## config.mk

```make
export PLATFORM = sky130hd
export DESIGN_NAME = vector_ping_pong_ctrl_flat
export DESIGN_NICKNAME = d
export VERILOG_FILES = /design/src/rtl/vector_ping_pong_ctrl_if.sv /design/src/rtl/vector_ping_pong_ctrl.sv /design/src/flat_wrapper.sv
export SDC_FILE = /design/constraint.sdc
export NUM_CORES = 1
export LEC_CHECK = 0
export CAP_MARGIN = 0
export CORE_AREA = 10 10 105 107
export CTS_BUF_LIST = sky130_fd_sc_hd__clkbuf_16
export DETAILED_ROUTE_END_ITERATION = 16
export DIE_AREA = 0 0 115 117
export DONT_BUFFER_PORTS = 1
export PLACE_DENSITY_LB_ADDON = 0.05
export SKIP_LAST_GASP = 1
export SYNTH_ARGS = -nofsm -noshare
export SYNTH_HDL_FRONTEND = slang
export SYNTH_SLANG_ARGS = --single-unit
export TNS_END_PERCENT = 100
```

## constraint.sdc

```tcl
create_clock -name clk -period 2.02 [get_ports clk]
set_input_delay 0.404 -clock clk [delete_from_list [all_inputs] [get_ports clk]]
set_output_delay 0.404 -clock clk [all_outputs]
set_load 0.01 [all_outputs]
```

## src/rtl/vector_ping_pong_ctrl_if.sv

```systemverilog
// Bus bundle between the ping-pong sequencer and its load source / cfg port.
// Carries the load stream (s_*), the cfg write port (cfg_*) and ping.
interface vector_ping_pong_ctrl_if #(
    parameter int DATA_WIDTH  = 32,
    parameter int PARALLELISM = 4,
    parameter int ADDR_WIDTH  = 5
);
    localparam int W = PARALLELISM * DATA_WIDTH;

    logic                  s_valid;
    logic                  s_ready;
    logic [W-1:0]          s_data;
    logic                  cfg_valid;
    logic                  cfg_write;
    logic                  cfg_ready;
    logic [ADDR_WIDTH-1:0] cfg_addr;
    logic [W-1:0]          cfg_wdata;
    logic                  cfg_en;
    logic                  ping;

    modport master (
        input  s_valid, s_data, cfg_ready,
        output s_ready, cfg_valid, cfg_write,
        output cfg_addr, cfg_wdata, cfg_en, ping
    );

    modport slave (
        output s_valid, s_data, cfg_ready,
        input  s_ready, cfg_valid, cfg_write,
        input  cfg_addr, cfg_wdata, cfg_en, ping
    );
endinterface

```

## src/rtl/vector_ping_pong_ctrl.sv

```systemverilog
// Job sequencer for the vector ping-pong RAM pair: load, iterate, report.
// Ports: clk, rst_n (sync, active-low); i_start/i_abort/i_num_iters/
// i_init_bank job control; o_iter_start/i_iter_done engine handshake;
// o_iter_count, o_busy, o_done, o_result_bank status; bus (master) carries
// the load stream, cfg write port, cfg_en and ping.
// Optional: VECTOR_PING_PONG_CTRL_PERF_EN adds o_perf_load_cycles and
// o_perf_run_cycles saturating cycle counters.
module vector_ping_pong_ctrl #(
    parameter int   LENGTH      = 32,
    parameter int   DATA_WIDTH  = 32,
    parameter int   PARALLELISM = 4,
    parameter int   MAX_ITERS   = 255,
    localparam int  ITER_WIDTH  = $clog2(MAX_ITERS + 1)
) (
    input  logic                  clk,
    input  logic                  rst_n,
    input  logic                  i_start,
    input  logic                  i_abort,
    input  logic [ITER_WIDTH-1:0] i_num_iters,
    input  logic                  i_init_bank,
    output logic                  o_iter_start,
    input  logic                  i_iter_done,
    output logic [ITER_WIDTH-1:0] o_iter_count,
    output logic                  o_busy,
    output logic                  o_done,
    output logic                  o_result_bank,
`ifdef VECTOR_PING_PONG_CTRL_PERF_EN
    output logic [31:0]           o_perf_load_cycles,
    output logic [31:0]           o_perf_run_cycles,
`endif
    vector_ping_pong_ctrl_if.master bus
);
    localparam int ADDR_WIDTH = $clog2(LENGTH);
    localparam int BEATS      = LENGTH / PARALLELISM;
    localparam int W          = PARALLELISM * DATA_WIDTH;

    typedef enum logic [2:0] {
        S_IDLE,
        S_LOAD,
        S_RUN,
        S_WAIT,
        S_FIN
    } state_t;

    state_t                r_state;
    state_t                w_next;
    logic [ITER_WIDTH-1:0] r_num_iters;
    logic [ITER_WIDTH-1:0] r_iter_count;
    logic [ADDR_WIDTH-1:0] r_cfg_addr;
    logic                  r_ping;
    logic                  r_result_bank;

    logic                  w_accept;
    logic                  w_beat;
    logic                  w_step;
    logic                  w_cfg_en;
    logic                  w_last;
    logic [ITER_WIDTH-1:0] w_iter_inc;

    // Base address of the final beat of the vector.
    assign w_last     = r_cfg_addr ==
                        ADDR_WIDTH'((BEATS - 1) * PARALLELISM);
    assign w_iter_inc = r_iter_count + 1'b1;

    always_ff @(posedge clk) begin
        if (!rst_n) begin
            r_state <= S_IDLE;
        end else begin
            r_state <= w_next;
        end
    end

    // Abort wins over beat completion and iter_done in every busy state.
    always_comb begin
        w_next       = r_state;
        w_accept     = 1'b0;
        w_beat       = 1'b0;
        w_step       = 1'b0;
        w_cfg_en     = 1'b0;
        o_iter_start = 1'b0;
        o_done       = 1'b0;
        unique case (r_state)
            S_IDLE: begin
                if (i_start) begin
                    w_accept = 1'b1;
                    w_next   = S_LOAD;
                end
            end
            S_LOAD: begin
                if (i_abort) begin
                    w_next = S_IDLE;
                end else begin
                    w_cfg_en = 1'b1;
                    if (bus.s_valid && bus.cfg_ready) begin
                        w_beat = 1'b1;
                        if (w_last) begin
                            w_next = (r_num_iters != '0) ? S_RUN : S_FIN;
                        end
                    end
                end
            end
            S_RUN: begin
                if (i_abort) begin
                    w_next = S_IDLE;
                end else begin
                    o_iter_start = 1'b1;
                    w_next       = S_WAIT;
                end
            end
            S_WAIT: begin
                if (i_abort) begin
                    w_next = S_IDLE;
                end else if (i_iter_done) begin
                    w_step = 1'b1;
                    w_next = (w_iter_inc == r_num_iters) ? S_FIN : S_RUN;
                end
            end
            S_FIN: begin
                w_next = S_IDLE;
                o_done = !i_abort;
            end
            default: w_next = S_IDLE;
        endcase
    end

    always_ff @(posedge clk) begin
        if (!rst_n) begin
            r_num_iters   <= '0;
            r_iter_count  <= '0;
            r_cfg_addr    <= '0;
            r_ping        <= 1'b0;
            r_result_bank <= 1'b0;
        end else begin
            if (w_accept) begin
                r_num_iters  <= i_num_iters;
                r_iter_count <= '0;
                r_cfg_addr   <= '0;
                r_ping       <= i_init_bank;
            end
            if (w_beat) begin
                r_cfg_addr <= w_last ? '0 :
                              r_cfg_addr + ADDR_WIDTH'(PARALLELISM);
            end
            if (w_step) begin
                r_ping       <= ~r_ping;
                r_iter_count <= w_iter_inc;
            end
            if (o_done) begin
                r_result_bank <= r_ping;
            end
        end
    end

`ifdef VECTOR_PING_PONG_CTRL_PERF_EN
    logic [31:0] r_perf_load;
    logic [31:0] r_perf_run;

    always_ff @(posedge clk) begin
        if (!rst_n) begin
            r_perf_load <= '0;
            r_perf_run  <= '0;
        end else if (w_accept) begin
            r_perf_load <= '0;
            r_perf_run  <= '0;
        end else begin
            if (r_state == S_LOAD && r_perf_load != '1) begin
                r_perf_load <= r_perf_load + 32'd1;
            end
            if ((r_state == S_RUN || r_state == S_WAIT) &&
                r_perf_run != '1) begin
                r_perf_run <= r_perf_run + 32'd1;
            end
        end
    end

    assign o_perf_load_cycles = r_perf_load;
    assign o_perf_run_cycles  = r_perf_run;
`endif

    // Result is visible in the done cycle itself, then held.
    assign o_result_bank = o_done ? r_ping : r_result_bank;
    assign o_iter_count  = r_iter_count;
    assign o_busy        = r_state != S_IDLE;

    assign bus.cfg_en    = w_cfg_en;
    assign bus.s_ready   = w_cfg_en & bus.cfg_ready;
    assign bus.cfg_valid = w_cfg_en & bus.s_valid;
    assign bus.cfg_write = w_cfg_en & bus.s_valid;
    assign bus.cfg_wdata = w_cfg_en ? bus.s_data : {W{1'b0}};
    assign bus.cfg_addr  = r_cfg_addr;
    assign bus.ping      = r_ping;
endmodule
```

## src/flat_wrapper.sv

```systemverilog
// flat-port wrapper written by rule: the top's interface ports become plain ports
module vector_ping_pong_ctrl_flat 
#(
    parameter int   LENGTH      = 32,
    parameter int   DATA_WIDTH  = 32,
    parameter int   PARALLELISM = 4,
    parameter int   MAX_ITERS   = 255,
    localparam int  ITER_WIDTH  = $clog2(MAX_ITERS + 1)
)
  (clk, rst_n, i_start, i_abort, i_num_iters, i_init_bank, o_iter_start, i_iter_done, o_iter_count, o_busy, o_done, o_result_bank, bus_s_valid, bus_s_data, bus_cfg_ready, bus_s_ready, bus_cfg_valid, bus_cfg_write, bus_cfg_addr, bus_cfg_wdata, bus_cfg_en, bus_ping);
  vector_ping_pong_ctrl_if #(.DATA_WIDTH(DATA_WIDTH), .PARALLELISM(PARALLELISM)) bus_i ();
  input  logic clk;
  input  logic rst_n;
  input  logic i_start;
  input  logic i_abort;
  input  logic [ITER_WIDTH-1:0] i_num_iters;
  input  logic i_init_bank;
  output logic o_iter_start;
  input  logic i_iter_done;
  output logic [ITER_WIDTH-1:0] o_iter_count;
  output logic o_busy;
  output logic o_done;
  output logic o_result_bank;
  input wire logic [$bits(bus_i.s_valid)-1:0] bus_s_valid;
  input wire logic [$bits(bus_i.s_data)-1:0] bus_s_data;
  input wire logic [$bits(bus_i.cfg_ready)-1:0] bus_cfg_ready;
  output wire logic [$bits(bus_i.s_ready)-1:0] bus_s_ready;
  output wire logic [$bits(bus_i.cfg_valid)-1:0] bus_cfg_valid;
  output wire logic [$bits(bus_i.cfg_write)-1:0] bus_cfg_write;
  output wire logic [$bits(bus_i.cfg_addr)-1:0] bus_cfg_addr;
  output wire logic [$bits(bus_i.cfg_wdata)-1:0] bus_cfg_wdata;
  output wire logic [$bits(bus_i.cfg_en)-1:0] bus_cfg_en;
  output wire logic [$bits(bus_i.ping)-1:0] bus_ping;
  assign bus_i.s_valid = bus_s_valid;
  assign bus_i.s_data = bus_s_data;
  assign bus_i.cfg_ready = bus_cfg_ready;
  assign bus_s_ready = bus_i.s_ready;
  assign bus_cfg_valid = bus_i.cfg_valid;
  assign bus_cfg_write = bus_i.cfg_write;
  assign bus_cfg_addr = bus_i.cfg_addr;
  assign bus_cfg_wdata = bus_i.cfg_wdata;
  assign bus_cfg_en = bus_i.cfg_en;
  assign bus_ping = bus_i.ping;
  vector_ping_pong_ctrl #(.LENGTH(LENGTH), .DATA_WIDTH(DATA_WIDTH), .PARALLELISM(PARALLELISM), .MAX_ITERS(MAX_ITERS)) u_core (.clk(clk), .rst_n(rst_n), .i_start(i_start), .i_abort(i_abort), .i_num_iters(i_num_iters), .i_init_bank(i_init_bank), .o_iter_start(o_iter_start), .i_iter_done(i_iter_done), .o_iter_count(o_iter_count), .o_busy(o_busy), .o_done(o_done), .o_result_bank(o_result_bank), .bus(bus_i));
endmodule
```

==> report_table.html, run 1 <==
<table>
<tr><th>Metric</th><th>Value</th></tr>
<tr><th colspan="2">Place</th></tr>
<tr><td>Cells after DPL</td><td>between 400 and 500</td></tr>
<tr><td>Port buffer count</td><td>0</td></tr>
<tr><td>HPWL after DPL</td><td>11.19 mm</td></tr>
<tr><td>Routability Congestion</td><td>approximately 0.77</td></tr>
<tr><td>Worst slack at placement</td><td>about 0.24 ns</td></tr>
<tr><th colspan="2">GRT</th></tr>
<tr><td>First-pass GRT wire length</td><td>between 15 and 20 mm</td></tr>
<tr><td>Total track usage</td><td>0.1703</td></tr>
<tr><td>Initial antenna violation count</td><td>11</td></tr>
<tr><td>Overall overflow remaining after global route</td><td>0</td></tr>
<tr><td>Vias in the first global route</td><td>approximately 2,400</td></tr>
<tr><td>Maximum number of pins on one net before global-route repair</td><td>between 50 and 60</td></tr>
<tr><th colspan="2">Drt</th></tr>
<tr><td>Number of iterations in the first detailed-routing pass</td><td>4</td></tr>
<tr><td>Vias after detailed routing</td><td>2,280</td></tr>
<tr><td>Antenna Nets Post-Route</td><td>0</td></tr>
<tr><td>Post-DR wirelength/cell</td><td>~30 um</td></tr>
<tr><td>Post-DR vias/cell</td><td>between 5 and 6</td></tr>
<tr><td>Final wirelength</td><td>around 13 mm</td></tr>
<tr><td>Number of DRC markers after the initial detailed-route iteration</td><td>between 100 and 150</td></tr>
<tr><td>DRC Markers</td><td>0</td></tr>
<tr><th colspan="2">Yosys</th></tr>
<tr><td>Syn avg cell area</td><td>slightly above 7 um^2</td></tr>
<tr><td>Number of register bits inferred by synthesis</td><td>24</td></tr>
<tr><td>Dominant register cell in the synthesized netlist</td><td>sky130_fd_sc_hd__dfxtp_1</td></tr>
<tr><td>Distinct cell type count after synthesis</td><td>46</td></tr>
<tr><td>Proportion of register bits with asynchronous set or reset after synthesis</td><td>0</td></tr>
<tr><td>Post-Syn Area</td><td>between 2000 and 2500 um^2</td></tr>
<tr><td>Cell count after synthesis</td><td>321</td></tr>
<tr><td>Share of synthesized area occupied by flip-flops and latches</td><td>0.2085</td></tr>
<tr><td>Count of synthesis-stage warnings from yosys</td><td>0</td></tr>
<tr><td>Number of enable flip-flop cells after synthesis</td><td>0</td></tr>
<tr><th colspan="2">Worst setup path</th></tr>
<tr><td>RR Endpoint</td><td>u_core.r_state[2]</td></tr>
<tr><td>Worst Setup End Kind</td><td>output pin</td></tr>
<tr><td>Largest driver fanout on the critical path</td><td>29</td></tr>
<tr><td>R2R depth</td><td>6</td></tr>
<tr><td>Kind of start point of the critical path</td><td>register</td></tr>
<tr><td>Reg-to-reg startpoint</td><td>u_core.o_iter_count[2]</td></tr>
<tr><td>Required time at the worst-slack endpoint</td><td>between 1.5 and 2 ns</td></tr>
<tr><td>Critical path class</td><td>register to output pin</td></tr>
<tr><td>Data arrival time of the critical path</td><td>between 1.5 and 2 ns</td></tr>
<tr><td>Worst R2R Setup Slack</td><td>about 0.26 ns</td></tr>
<tr><th colspan="2">Power</th></tr>
<tr><td>Post-route total power</td><td>approximately 1.5 mW</td></tr>
<tr><td>Leak Pwr</td><td>1.180 nW</td></tr>
<tr><td>Total power density per cell area</td><td>515.2 nW/um^2</td></tr>
<tr><td>Largest vdd supply drop</td><td>between 200 and 300 uV</td></tr>
<tr><th colspan="2">Layout</th></tr>
<tr><td>Area growth, synth to finish</td><td>22.31%</td></tr>
<tr><td>Fraction of final layout cells sized beyond drive strength 1</td><td>0.2761</td></tr>
<tr><td>Number of standard cells in the final layout excluding fillers</td><td>440</td></tr>
<tr><td>Final Net Count</td><td>475</td></tr>
<tr><th colspan="2">Floorplanning</th></tr>
<tr><td>Area of the core region</td><td>9021 um^2</td></tr>
<tr><td>Initial core utilization</td><td>0.2555</td></tr>
<tr><td>Standard-cell row count</td><td>35</td></tr>
<tr><td>Die outline area</td><td>between 10,000 and 15,000 um^2</td></tr>
<tr><td>Count of boundary I/O pins</td><td>just under 300</td></tr>
<tr><td>Chip height</td><td>~120 um</td></tr>
<tr><td>Chip width</td><td>around 120 um</td></tr>
<tr><th colspan="2">CTS</th></tr>
<tr><td>Clock root buffer master</td><td>sky130_fd_sc_hd__clkbuf_16</td></tr>
<tr><td>Maximum clock insertion buffer count</td><td>2</td></tr>
<tr><td>Later-pin clock latency in the skew report</td><td>between 0.2 and 0.3 ns</td></tr>
<tr><td>Number of CTS-inserted buffers</td><td>3</td></tr>
<tr><td>CTS clock-pin slew for the worst setup and hold paths</td><td>around 0.07 ns</td></tr>
<tr><td>Number of sinks driven by the clock tree</td><td>24</td></tr>
<tr><td>CTS tree</td><td>built</td></tr>
<tr><td>Number of H-tree levels</td><td>1</td></tr>
<tr><th colspan="2">STA</th></tr>
<tr><td>Period Utilization, post-route</td><td>0.9653</td></tr>
<tr><td>Final-report max-slew violation count</td><td>0</td></tr>
<tr><td>Worst-case headroom to the max-slew limit</td><td>0.6332</td></tr>
<tr><td>Clock period minus final worst setup slack</td><td>1.950 ns</td></tr>
<tr><td>Worst Max-Slew Pin Slew</td><td>0.5426 ns</td></tr>
<tr><td>Worst Clk Skew</td><td>0.002987 ns</td></tr>
<tr><td>Setup repair after global routing missed its margin</td><td>true</td></tr>
<tr><td>Highest clock rate</td><td>512.8 MHz</td></tr>
<tr><td>Final setup margin</td><td>between 0.07 and 0.08 ns</td></tr>
<tr><td>Final setup violation count</td><td>0</td></tr>
<tr><td>Hold Fails Final Rpt</td><td>0</td></tr>
<tr><th colspan="2">Min path</th></tr>
<tr><td>End point of the most critical hold path</td><td>u_core.r_result_bank</td></tr>
<tr><td>Critical hold path startpoint</td><td>rst_n</td></tr>
<tr><td>Tightest Hold Check Type</td><td>input pin to register</td></tr>
<tr><td>Hold Crit Depth</td><td>1</td></tr>
<tr><th colspan="2">Run</th></tr>
<tr><td>Max-cap violations</td><td>0</td></tr>
<tr><th colspan="2">Status</th></tr>
<tr><td>Outcome</td><td>complete, no violations</td></tr>
</table>
stage by stage:
stage / hold slack (ns) / util / area [um^2] / setup TNS (ns)
floorplan: 0.4553 / - / 2308 / 0
global placement: 0.4752 / 0.2759 / 2489 / 0
detailed placement: 0.4801 / 0.2759 / 2489 / 0
CTS: 0.2570 / 0.3029 / 2733 / -0.4753
global route: 0.2636 / 0.3122 / 2816 / -0.2129
finish: 0.2645 / 0.3125 / 2819 / 0
logic make-up (layout without fill, tap and decap cells):
kind of cell	count (synthesis)	count (layout)	synth area share
AOI/OAI and AO/OA	44	44	0.1205
xor gates and xnor gates	8	8	0.03040
adders and majority gates	4	4	0.02172
buffers and inverters	30	34	0.06406
DFF	24	24	0.2085
muxes	2	2	0.009229
other	1	5	0.001627
and+or+nand+nor	208	208	0.5440
routing by layer:
layer | global-route usage | share of wire
met1 | 0.1932 | 0.36
met2 | 0.3074 | 0.54
met3 | 0.06167 | 0.088
met4 | 0.01733 | 0.010
met5 | 0 | 0
how the worst max path moves through the flow:
| stage | start | end | cells past startpoint |
|---|---|---|---|
| global route | u_core.r_state[1] | bus_cfg_wdata[69] | 4 |
| detailed placement | u_core.r_state[2] | u_core.bus.cfg_addr[2] | 6 |
| global placement | u_core.r_state[2] | bus_cfg_write | 4 |
| floorplan | u_core.o_iter_count[1] | u_core.r_state[2] | 8 |
| CTS | u_core.r_state[1] | bus_cfg_write | 5 |
| finish | u_core.r_state[1] | bus_cfg_wdata[73] | 4 |
registers in the layout, summed over array words and instances (netlist names):
signal	cells
u_core.r_num_iters	8
u_core.bus.cfg_addr	3
u_core.r_state	3
u_core.r_result_bank	1
u_core.o_iter_count	8
u_core.bus.ping	1
cells in the final DEF (no fill, tap or decap), drive strengths merged:
cell type	synthesis	final
and2	136	136
nand2	26	26
buf	17	25
dfxtp	24	24
a21oi	15	15
nor2	13	13
o21ai	8	8
nor2b	7	7
nand3	6	6
and3	5	5
xnor2	5	5
nor3	4	4
inv	4	4
a22oi	4	4
ha	4	4
nor4b	4	4
diode	0	3
a21boi	3	3
xor2	3	3
o211ai	3	3
clkbuf	8	3
a31oi	2	2
o31ai	2	2
or4	2	2
conb	1	2
and4bb	2	2
mux2	1	1
clkinv	1	1
a311oi	1	1
nand4	1	1
nand3b	1	1
o2111ai	1	1
a211oi	1	1
mux2i	1	1
o221ai	1	1
a22o	1	1
a221oi	1	1
o31a	1	1
or3	1	1
bufinv	0	1
final cells by class:
class | count | area [um^2]
Clock buffer | 3 | 75.07
Tap cell | 111 | 138.9
Antenna cell | 3 | 7.507
Timing Repair Buffer | 25 | 256.5
Fill cell | 973 | 6202
Sequential cell | 24 | 484.2
Multi-Input combinational cell | 268 | 1808
Clock inverter | 1 | 30.03
Inverter | 5 | 18.77
synth_stat cells (4+ instances only):
cell type                    n  area (um^2)
sky130_fd_sc_hd__nor2_1     12        45.04
sky130_fd_sc_hd__buf_2      13        65.06
sky130_fd_sc_hd__ha_1        4        50.05
sky130_fd_sc_hd__clkbuf_1    8        30.03
sky130_fd_sc_hd__a22oi_1     4        30.03
sky130_fd_sc_hd__a21oi_1    15        75.07
sky130_fd_sc_hd__inv_1       4        15.01
sky130_fd_sc_hd__and3_1      5        31.28
sky130_fd_sc_hd__o21ai_1     4        20.02
sky130_fd_sc_hd__o21ai_0     4        20.02
sky130_fd_sc_hd__dfxtp_1    24        480.5
sky130_fd_sc_hd__nor3_1      4        20.02
sky130_fd_sc_hd__nand3_1     6        30.03
sky130_fd_sc_hd__nor2b_1     7        43.79
sky130_fd_sc_hd__xnor2_1     5        43.79
sky130_fd_sc_hd__nand2_1    25        93.84
sky130_fd_sc_hd__and2_1    136        850.8
worst max-delay path, stage by stage (launching register included):
cell                      delay [ns]
sky130_fd_sc_hd__dfxtp_2        0.37
sky130_fd_sc_hd__nor4b_4        0.30
sky130_fd_sc_hd__buf_4          0.21
sky130_fd_sc_hd__buf_12         0.17
sky130_fd_sc_hd__and2_1         0.23
repair_timing:
item,CTS,global route
hold buffers,0,0
endpoints found under the setup margin,105,104
endpoints found under the hold margin,0,0
cloned,2,0
buffers inserted,2,0
pin swaps,1,0
resized for setup,25,36
where the power goes:
group,switching (mW),internal (mW),total [mW]
Sequential,0.0234,0.489,0.513
Clock,0.185,0.394,0.580
Combinational,0.205,0.155,0.360
(Power assumes the default switching activity.)
==> inputs of run 2 (changes only) <==
CORE_AREA = 10 10 107 109   (was 10 10 105 107)
DIE_AREA = 0 0 117 119   (was 0 0 115 117)
==> report_table.html, run 2 (synthesis gave the netlist of run 1 again) <==
<table>
<tr><th>Metric</th><th>Value</th></tr>
<tr><th colspan="2">Status</th></tr>
<tr><td>Outcome</td><td>complete, no violations</td></tr>
<tr><th colspan="2">CTS</th></tr>
<tr><td>CTS tree</td><td>built</td></tr>
<tr><td>Maximum clock insertion buffer count</td><td>2 (unchanged)</td></tr>
<tr><td>Later-pin clock latency in the skew report</td><td>0.26 ns (about the same)</td></tr>
<tr><td>Number of H-tree levels</td><td>1 (unchanged)</td></tr>
<tr><td>Clock root buffer master</td><td>sky130_fd_sc_hd__clkbuf_16</td></tr>
<tr><td>CTS clock-pin slew for the worst setup and hold paths</td><td>0.06 ns (about the same)</td></tr>
<tr><td>Number of sinks driven by the clock tree</td><td>24 (unchanged)</td></tr>
<tr><td>Number of CTS-inserted buffers</td><td>3 (unchanged)</td></tr>
<tr><th colspan="2">Power</th></tr>
<tr><td>Part of the power in registers</td><td>0.400 (+0.047)</td></tr>
<tr><td>Largest vdd supply drop</td><td>298.4 uV (+5.2%)</td></tr>
<tr><td>Comb power frac</td><td>0.260 (+0.012)</td></tr>
<tr><td>Net Sw Frac</td><td>0.3086 (+0.02372)</td></tr>
<tr><td>Post-route total power</td><td>1.282 mW (-12%)</td></tr>
<tr><td>Leak Pwr</td><td>1.126 nW (-4.6%)</td></tr>
<tr><td>Total power density per cell area</td><td>469.3 nW/um^2 (-8.9%)</td></tr>
<tr><td>Proportion of power drawn by the clock network</td><td>0.340 (-0.059)</td></tr>
<tr><td>Cell-internal power</td><td>886.7 uW (-15%)</td></tr>
<tr><td>Power spent charging and discharging nets</td><td>395.7 uW (-4.3%)</td></tr>
<tr><th colspan="2">Layout</th></tr>
<tr><td>Core Util, Final</td><td>0.2889 (-0.02359)</td></tr>
<tr><td>Area growth, synth to finish</td><td>18.57%</td></tr>
<tr><td>Leading cell type in the layout, fill and taps excluded</td><td>sky130_fd_sc_hd__and2_1</td></tr>
<tr><td>Fraction of final layout cells sized beyond drive strength 1</td><td>0.1804 (-0.09565)</td></tr>
<tr><td>Final Net Count</td><td>477 (+0.42%)</td></tr>
<tr><td>Most used cells in the layout excluding fill and tap cells</td><td>sky130_fd_sc_hd__and2_1 (116), sky130_fd_sc_hd__nand2_1 (25), sky130_fd_sc_hd__buf_4 (23), sky130_fd_sc_hd__dfxtp_1 (22), sky130_fd_sc_hd__and2_4 (19)</td></tr>
<tr><th colspan="2">GRT</th></tr>
<tr><td>Total track usage</td><td>0.1543 (-0.01597)</td></tr>
<tr><td>First-pass GRT wire length</td><td>16.33 mm (-4.6%)</td></tr>
<tr><td>Vias in the first global route</td><td>2,392 (unchanged)</td></tr>
<tr><td>Initial antenna violation count</td><td>14 (+3)</td></tr>
<tr><td>Maximum number of pins on one net before global-route repair</td><td>81 (+50%)</td></tr>
<tr><td>Overall overflow remaining after global route</td><td>0 (unchanged)</td></tr>
<tr><th colspan="2">Drt</th></tr>
<tr><td>Antenna Nets Post-Route</td><td>0 (unchanged)</td></tr>
<tr><td>Number of iterations in the first detailed-routing pass</td><td>4 (unchanged)</td></tr>
<tr><td>Final wirelength</td><td>12.41 mm (-5.7%)</td></tr>
<tr><td>DRC Markers</td><td>0 (unchanged)</td></tr>
<tr><td>Number of DRC markers after the initial detailed-route iteration</td><td>133 (+3.9%)</td></tr>
<tr><td>Post-DR vias/cell</td><td>5.254 (+1.4%)</td></tr>
<tr><td>Vias after detailed routing</td><td>2,354 (+3.2%)</td></tr>
<tr><td>Post-DR wirelength/cell</td><td>27.69 um (-7.4%)</td></tr>
<tr><th colspan="2">Floorplanning</th></tr>
<tr><td>Standard-cell row count</td><td>36 (+2.9%)</td></tr>
<tr><td>Die outline area</td><td>13,920 um^2 (+3.5%)</td></tr>
<tr><td>Initial core utilization</td><td>0.2437 (-0.01183)</td></tr>
<tr><td>Chip height</td><td>119 um (+1.7%)</td></tr>
<tr><td>Area of the core region</td><td>9459 um^2 (+4.9%)</td></tr>
<tr><td>Count of boundary I/O pins</td><td>294 (unchanged)</td></tr>
<tr><td>Chip width</td><td>117 um (+1.7%)</td></tr>
<tr><th colspan="2">Worst setup path</th></tr>
<tr><td>Data arrival time of the critical path</td><td>1.54 ns (about the same)</td></tr>
<tr><td>Worst Setup End Kind</td><td>output pin</td></tr>
<tr><td>RR Endpoint</td><td>u_core.r_state[1]</td></tr>
<tr><td>Worst R2R Setup Slack</td><td>0.27 ns (about the same)</td></tr>
<tr><td>Largest driver fanout on the critical path</td><td>40 (+38%)</td></tr>
<tr><td>Kind of start point of the critical path</td><td>register</td></tr>
<tr><td>Critical path class</td><td>register to output pin</td></tr>
<tr><td>Required time at the worst-slack endpoint</td><td>1.62 ns (about the same)</td></tr>
<tr><td>Reg-to-reg startpoint</td><td>u_core.r_state[2]</td></tr>
<tr><td>R2R depth</td><td>7 (+1)</td></tr>
<tr><th colspan="2">STA</th></tr>
<tr><td>Hold Fails Final Rpt</td><td>0 (unchanged)</td></tr>
<tr><td>Highest clock rate</td><td>514.9 MHz (+0.40%)</td></tr>
<tr><td>Setup repair after global routing missed its margin</td><td>true</td></tr>
<tr><td>Worst Clk Skew</td><td>0.003627 ns (+0.0006398 ns)</td></tr>
<tr><td>Final-report max-slew violation count</td><td>0 (unchanged)</td></tr>
<tr><td>Setup tns final</td><td>0 ns (unchanged)</td></tr>
<tr><td>Clock period minus final worst setup slack</td><td>1.942 ns (-0.007781 ns)</td></tr>
<tr><td>Final setup margin</td><td>0.07781 ns (+0.007781 ns)</td></tr>
<tr><td>Final setup violation count</td><td>0 (unchanged)</td></tr>
<tr><td>Period Utilization, post-route</td><td>0.9615 (-0.003852)</td></tr>
<tr><td>Final worst hold slack</td><td>0.2632 ns (-0.001258 ns)</td></tr>
<tr><th colspan="2">Min path</th></tr>
<tr><td>Tightest Hold Check Type</td><td>input pin to register</td></tr>
<tr><td>End point of the most critical hold path</td><td>u_core.r_state[0]</td></tr>
<tr><td>Critical hold path startpoint</td><td>rst_n</td></tr>
<tr><td>Hold Crit Depth</td><td>1 (unchanged)</td></tr>
<tr><th colspan="2">Place</th></tr>
<tr><td>Port buffer count</td><td>0 (unchanged)</td></tr>
<tr><td>HPWL after DPL</td><td>10.56 mm (-5.7%)</td></tr>
<tr><td>Routability Congestion</td><td>0.8374 (+8.3%)</td></tr>
<tr><td>Worst slack at placement</td><td>0.2290 ns (-0.01143 ns)</td></tr>
<tr><th colspan="2">Run</th></tr>
<tr><td>Max-cap violations</td><td>0 (unchanged)</td></tr>
</table>
## run 2: what timing repair did
item                                   CTS  global route
endpoints found under the hold margin    0             0
pin swaps                                1             1
buffers inserted                         0             2
setup endpoints to repair               34           132
cloned                                   0             2
gates resized for setup                  1            25
hold buffers                             0             0
## run 2: critical path, cell delays in order (launching register included)
cell and delay, ns:
sky130_fd_sc_hd__dfxtp_2 0.37, sky130_fd_sc_hd__nor4b_4 0.29, sky130_fd_sc_hd__buf_4 0.18, sky130_fd_sc_hd__clkbuf_16 0.20
sky130_fd_sc_hd__and2_1 0.24
## run 2: power by group through the flow
stage	Combinational, mW	Clock, mW	Sequential, mW
6_report	0.333	0.437	0.512
5_1_grt	0.365	0.483	0.516
4_1_cts	0.309	0.461	0.511
3_5_place_dp	0.307	0	0.523
3_3_place_gp	0.310	0	0.523
2_1_floorplan	0.244	0	0.513
## run 2: worst max path at each step
stage	start	end	slack [ns]
final	u_core.r_state[1]	bus_cfg_wdata[113]	0.08
after global routing	u_core.r_state[1]	bus_cfg_wdata[86]	-0.002
after floorplan	u_core.o_iter_count[1]	u_core.r_state[2]	0.24
after detailed placement	u_core.r_state[2]	u_core.bus.cfg_addr[2]	0.23
after global placement	u_core.r_state[2]	u_core.bus.cfg_addr[2]	0.23
after CTS	u_core.r_state[1]	bus_cfg_wdata[89]	-0.001
## run 2: final cells by class
type / count / area (um^2)
Antenna cell: 7 / 17.52
Sequential cell: 24 / 483.0
Fill cell: 1031 / 6726
Tap cell: 114 / 142.6
Clock buffer: 3 / 75.07
Timing Repair Buffer: 27 / 257.7
Inverter: 5 / 18.77
Multi-Input combinational cell: 268 / 1738
## run 2: metrics by stage
stage | instance area [um^2] | std cells
finish | 2733 | 448
global route | 2723 | 444
CTS | 2596 | 437
detailed placement | 2520 | 434
global placement | 2520 | 434
floorplan | 2308 | 322
## run 2: routing by layer
layer  GRT usage  wire [um]
met5           0         78
met2      0.2476       5728
met1      0.1798       4642
met3     0.08283       1826
met4     0.02473        131
==> inputs of run 3 (changes only) <==
SKIP_CTS_REPAIR_TIMING = 1   (was not set)
==> report_table.html, run 3 (synthesis gave the netlist of run 1 again) <==
<table>
<tr><th>Metric</th><th>Value</th></tr>
<tr><th colspan="2">Worst setup path</th></tr>
<tr><td>Worst R2R Setup Slack</td><td>0.27 ns (about the same)</td></tr>
<tr><td>Largest driver fanout on the critical path</td><td>6 (-85%)</td></tr>
<tr><td>Reg-to-reg startpoint</td><td>u_core.r_state[2]</td></tr>
<tr><td>Worst Setup End Kind</td><td>output pin</td></tr>
<tr><td>Data arrival time of the critical path</td><td>1.52 ns (-0.02 ns)</td></tr>
<tr><td>RR Endpoint</td><td>u_core.r_state[1]</td></tr>
<tr><td>Required time at the worst-slack endpoint</td><td>1.62 ns (about the same)</td></tr>
<tr><td>Critical path class</td><td>register to output pin</td></tr>
<tr><td>R2R depth</td><td>7 (unchanged)</td></tr>
<tr><td>Kind of start point of the critical path</td><td>register</td></tr>
<tr><th colspan="2">STA</th></tr>
<tr><td>Period Utilization, post-route</td><td>0.9528 (-0.008706)</td></tr>
<tr><td>Highest clock rate</td><td>519.6 MHz (+0.91%)</td></tr>
<tr><td>Worst Clk Skew</td><td>0.003508 ns (-0.0001183 ns)</td></tr>
<tr><td>Final setup violation count</td><td>0 (unchanged)</td></tr>
<tr><td>Setup repair after global routing missed its margin</td><td>false</td></tr>
<tr><td>Clock period minus final worst setup slack</td><td>1.925 ns (-0.01759 ns)</td></tr>
<tr><td>Final-report max-slew violation count</td><td>0 (unchanged)</td></tr>
<tr><td>Final worst hold slack</td><td>0.2628 ns (-0.0004060 ns)</td></tr>
<tr><td>Hold Fails Final Rpt</td><td>0 (unchanged)</td></tr>
<tr><th colspan="2">Drt</th></tr>
<tr><td>Post-DR vias/cell</td><td>5.218 (-0.69%)</td></tr>
<tr><td>Vias after detailed routing</td><td>2,343 (-0.47%)</td></tr>
<tr><td>Number of iterations in the first detailed-routing pass</td><td>4 (unchanged)</td></tr>
<tr><td>DRC Markers</td><td>0 (unchanged)</td></tr>
<tr><td>Final wirelength</td><td>12.39 mm (-0.16%)</td></tr>
<tr><td>Number of DRC markers after the initial detailed-route iteration</td><td>119 (-11%)</td></tr>
<tr><td>Post-DR wirelength/cell</td><td>27.59 um (-0.38%)</td></tr>
<tr><td>Antenna Nets Post-Route</td><td>0 (unchanged)</td></tr>
<tr><th colspan="2">Power</th></tr>
<tr><td>Leak Pwr</td><td>1.126 nW (unchanged)</td></tr>
<tr><td>Total power density per cell area</td><td>468.8 nW/um^2 (-0.10%)</td></tr>
<tr><td>Largest vdd supply drop</td><td>299.0 uV (+0.21%)</td></tr>
<tr><th colspan="2">Layout</th></tr>
<tr><td>Area growth, synth to finish</td><td>18.68% (about the same)</td></tr>
<tr><td>Fraction of final layout cells sized beyond drive strength 1</td><td>0.1804 (unchanged)</td></tr>
<tr><td>Most used cells in the layout excluding fill and tap cells</td><td>sky130_fd_sc_hd__and2_1 (116), sky130_fd_sc_hd__nand2_1 (25), sky130_fd_sc_hd__buf_4 (23), sky130_fd_sc_hd__dfxtp_1 (22), sky130_fd_sc_hd__and2_4 (19)</td></tr>
<tr><td>Fillers</td><td>1,033 (+0.19%)</td></tr>
<tr><td>Cell area after layout</td><td>2735 um^2 (about the same)</td></tr>
<tr><td>Leading cell type in the layout, fill and taps excluded</td><td>sky130_fd_sc_hd__and2_1</td></tr>
<tr><td>Final Net Count</td><td>477 (unchanged)</td></tr>
<tr><td>Area occupied by registers</td><td>483.0 um^2 (unchanged)</td></tr>
<tr><td>Area used by multi-input combinational logic</td><td>1738 um^2 (unchanged)</td></tr>
<tr><th colspan="2">CTS</th></tr>
<tr><td>Maximum clock insertion buffer count</td><td>2 (unchanged)</td></tr>
<tr><td>Number of sinks driven by the clock tree</td><td>24 (unchanged)</td></tr>
<tr><td>CTS tree</td><td>built</td></tr>
<tr><td>Clock root buffer master</td><td>sky130_fd_sc_hd__clkbuf_16</td></tr>
<tr><td>Later-pin clock latency in the skew report</td><td>0.26 ns (about the same)</td></tr>
<tr><td>Number of H-tree levels</td><td>1 (unchanged)</td></tr>
<tr><td>Number of CTS-inserted buffers</td><td>3 (unchanged)</td></tr>
<tr><td>CTS clock-pin slew for the worst setup and hold paths</td><td>0.06 ns (about the same)</td></tr>
<tr><th colspan="2">Floorplanning</th></tr>
<tr><td>Chip width</td><td>117 um (unchanged)</td></tr>
<tr><td>Area of the core region</td><td>9459 um^2 (unchanged)</td></tr>
<tr><td>Chip height</td><td>119 um (unchanged)</td></tr>
<tr><td>Initial core utilization</td><td>0.2437 (unchanged)</td></tr>
<tr><td>Die outline area</td><td>13,920 um^2 (unchanged)</td></tr>
<tr><td>Standard-cell row count</td><td>36 (unchanged)</td></tr>
<tr><td>Count of boundary I/O pins</td><td>294 (unchanged)</td></tr>
<tr><th colspan="2">Status</th></tr>
<tr><td>Outcome</td><td>complete, no violations</td></tr>
<tr><th colspan="2">Min path</th></tr>
<tr><td>End point of the most critical hold path</td><td>u_core.r_state[0]</td></tr>
<tr><td>Hold Crit Depth</td><td>1 (unchanged)</td></tr>
<tr><td>Tightest Hold Check Type</td><td>input pin to register</td></tr>
<tr><td>Critical hold path startpoint</td><td>rst_n</td></tr>
<tr><th colspan="2">Place</th></tr>
<tr><td>Port buffer count</td><td>0 (unchanged)</td></tr>
<tr><td>Total placed instance area</td><td>2520 um^2 (unchanged)</td></tr>
<tr><td>HPWL after DPL</td><td>10.56 mm (unchanged)</td></tr>
<tr><td>Routability Congestion</td><td>0.8374 (unchanged)</td></tr>
<tr><th colspan="2">GRT</th></tr>
<tr><td>Initial antenna violation count</td><td>14 (unchanged)</td></tr>
<tr><td>Overall overflow remaining after global route</td><td>0 (unchanged)</td></tr>
<tr><td>First-pass GRT wire length</td><td>16.32 mm (about the same)</td></tr>
<tr><td>Total track usage</td><td>0.1542 (about the same)</td></tr>
<tr><td>Maximum number of pins on one net before global-route repair</td><td>81 (unchanged)</td></tr>
<tr><td>Vias in the first global route</td><td>2,397 (+0.21%)</td></tr>
<tr><th colspan="2">Run</th></tr>
<tr><td>Max-cap violations</td><td>0 (unchanged)</td></tr>
</table>
[run 3: worst max-delay path, stage by stage (launching register included)]
cell and delay, ns:
sky130_fd_sc_hd__dfxtp_1 0.48, sky130_fd_sc_hd__nor4b_4 0.36, sky130_fd_sc_hd__mux2_2 0.42
[run 3: area by class of cell]
class | instances | share of cell area
sequential | 24 | 0.1766
multi-input combinational | 268 | 0.6354
clock buffer | 3 | 0.02745
tap | 114 | 0.05215
inverter | 5 | 0.006862
timing repair buffer | 27 | 0.09424
antenna | 8 | 0.007319
[run 3: stage by stage]
step / util / setup slack [ns] / total power, mW / TNS (ns) / cells
floorplan: - / 0.2357 / 0.7566 / 0 / 322
global placement: 0.2664 / 0.2344 / 0.8327 / 0 / 434
detailed placement: 0.2664 / 0.2290 / 0.8299 / 0 / 434
CTS: 0.2743 / -0.03014 / 1.281 / -0.3368 / 437
global route: 0.2878 / 0.01120 / 1.364 / 0 / 444
finish: 0.2892 / 0.09539 / 1.282 / 0 / 449
[run 3: worst max-delay path by stage]
stage | slack [ns] | from | to | depth (start not counted)
finish | 0.1 | u_core.r_state[2] | o_result_bank | 2
CTS | -0.03 | u_core.r_state[2] | bus_cfg_valid | 3
floorplan | 0.24 | u_core.o_iter_count[1] | u_core.r_state[2] | 8
global route | 0.01 | u_core.r_state[2] | bus_cfg_wdata[86] | 4
global placement | 0.23 | u_core.r_state[2] | u_core.bus.cfg_addr[2] | 6
detailed placement | 0.23 | u_core.r_state[2] | u_core.bus.cfg_addr[2] | 6
[run 3: layer usage]
metal | wire (um) | vias to the layer above | share of wire | track usage
met2 | 5736 | 169 | 0.46 | 0.2473
li1 | - | 1061 | - | -
met1 | 4705 | 1083 | 0.38 | 0.1798
met3 | 1743 | 18 | 0.14 | 0.08283
met4 | 129 | 12 | 0.010 | 0.02473
met5 | 71 | - | 0.0057 | 0
[run 3: power by group]
group	total, mW	internal, mW	switching [mW]
clock	0.437	0.262	0.175
sequential	0.512	0.489	0.0230
combinational	0.333	0.135	0.198
total	1.28	0.887	0.396
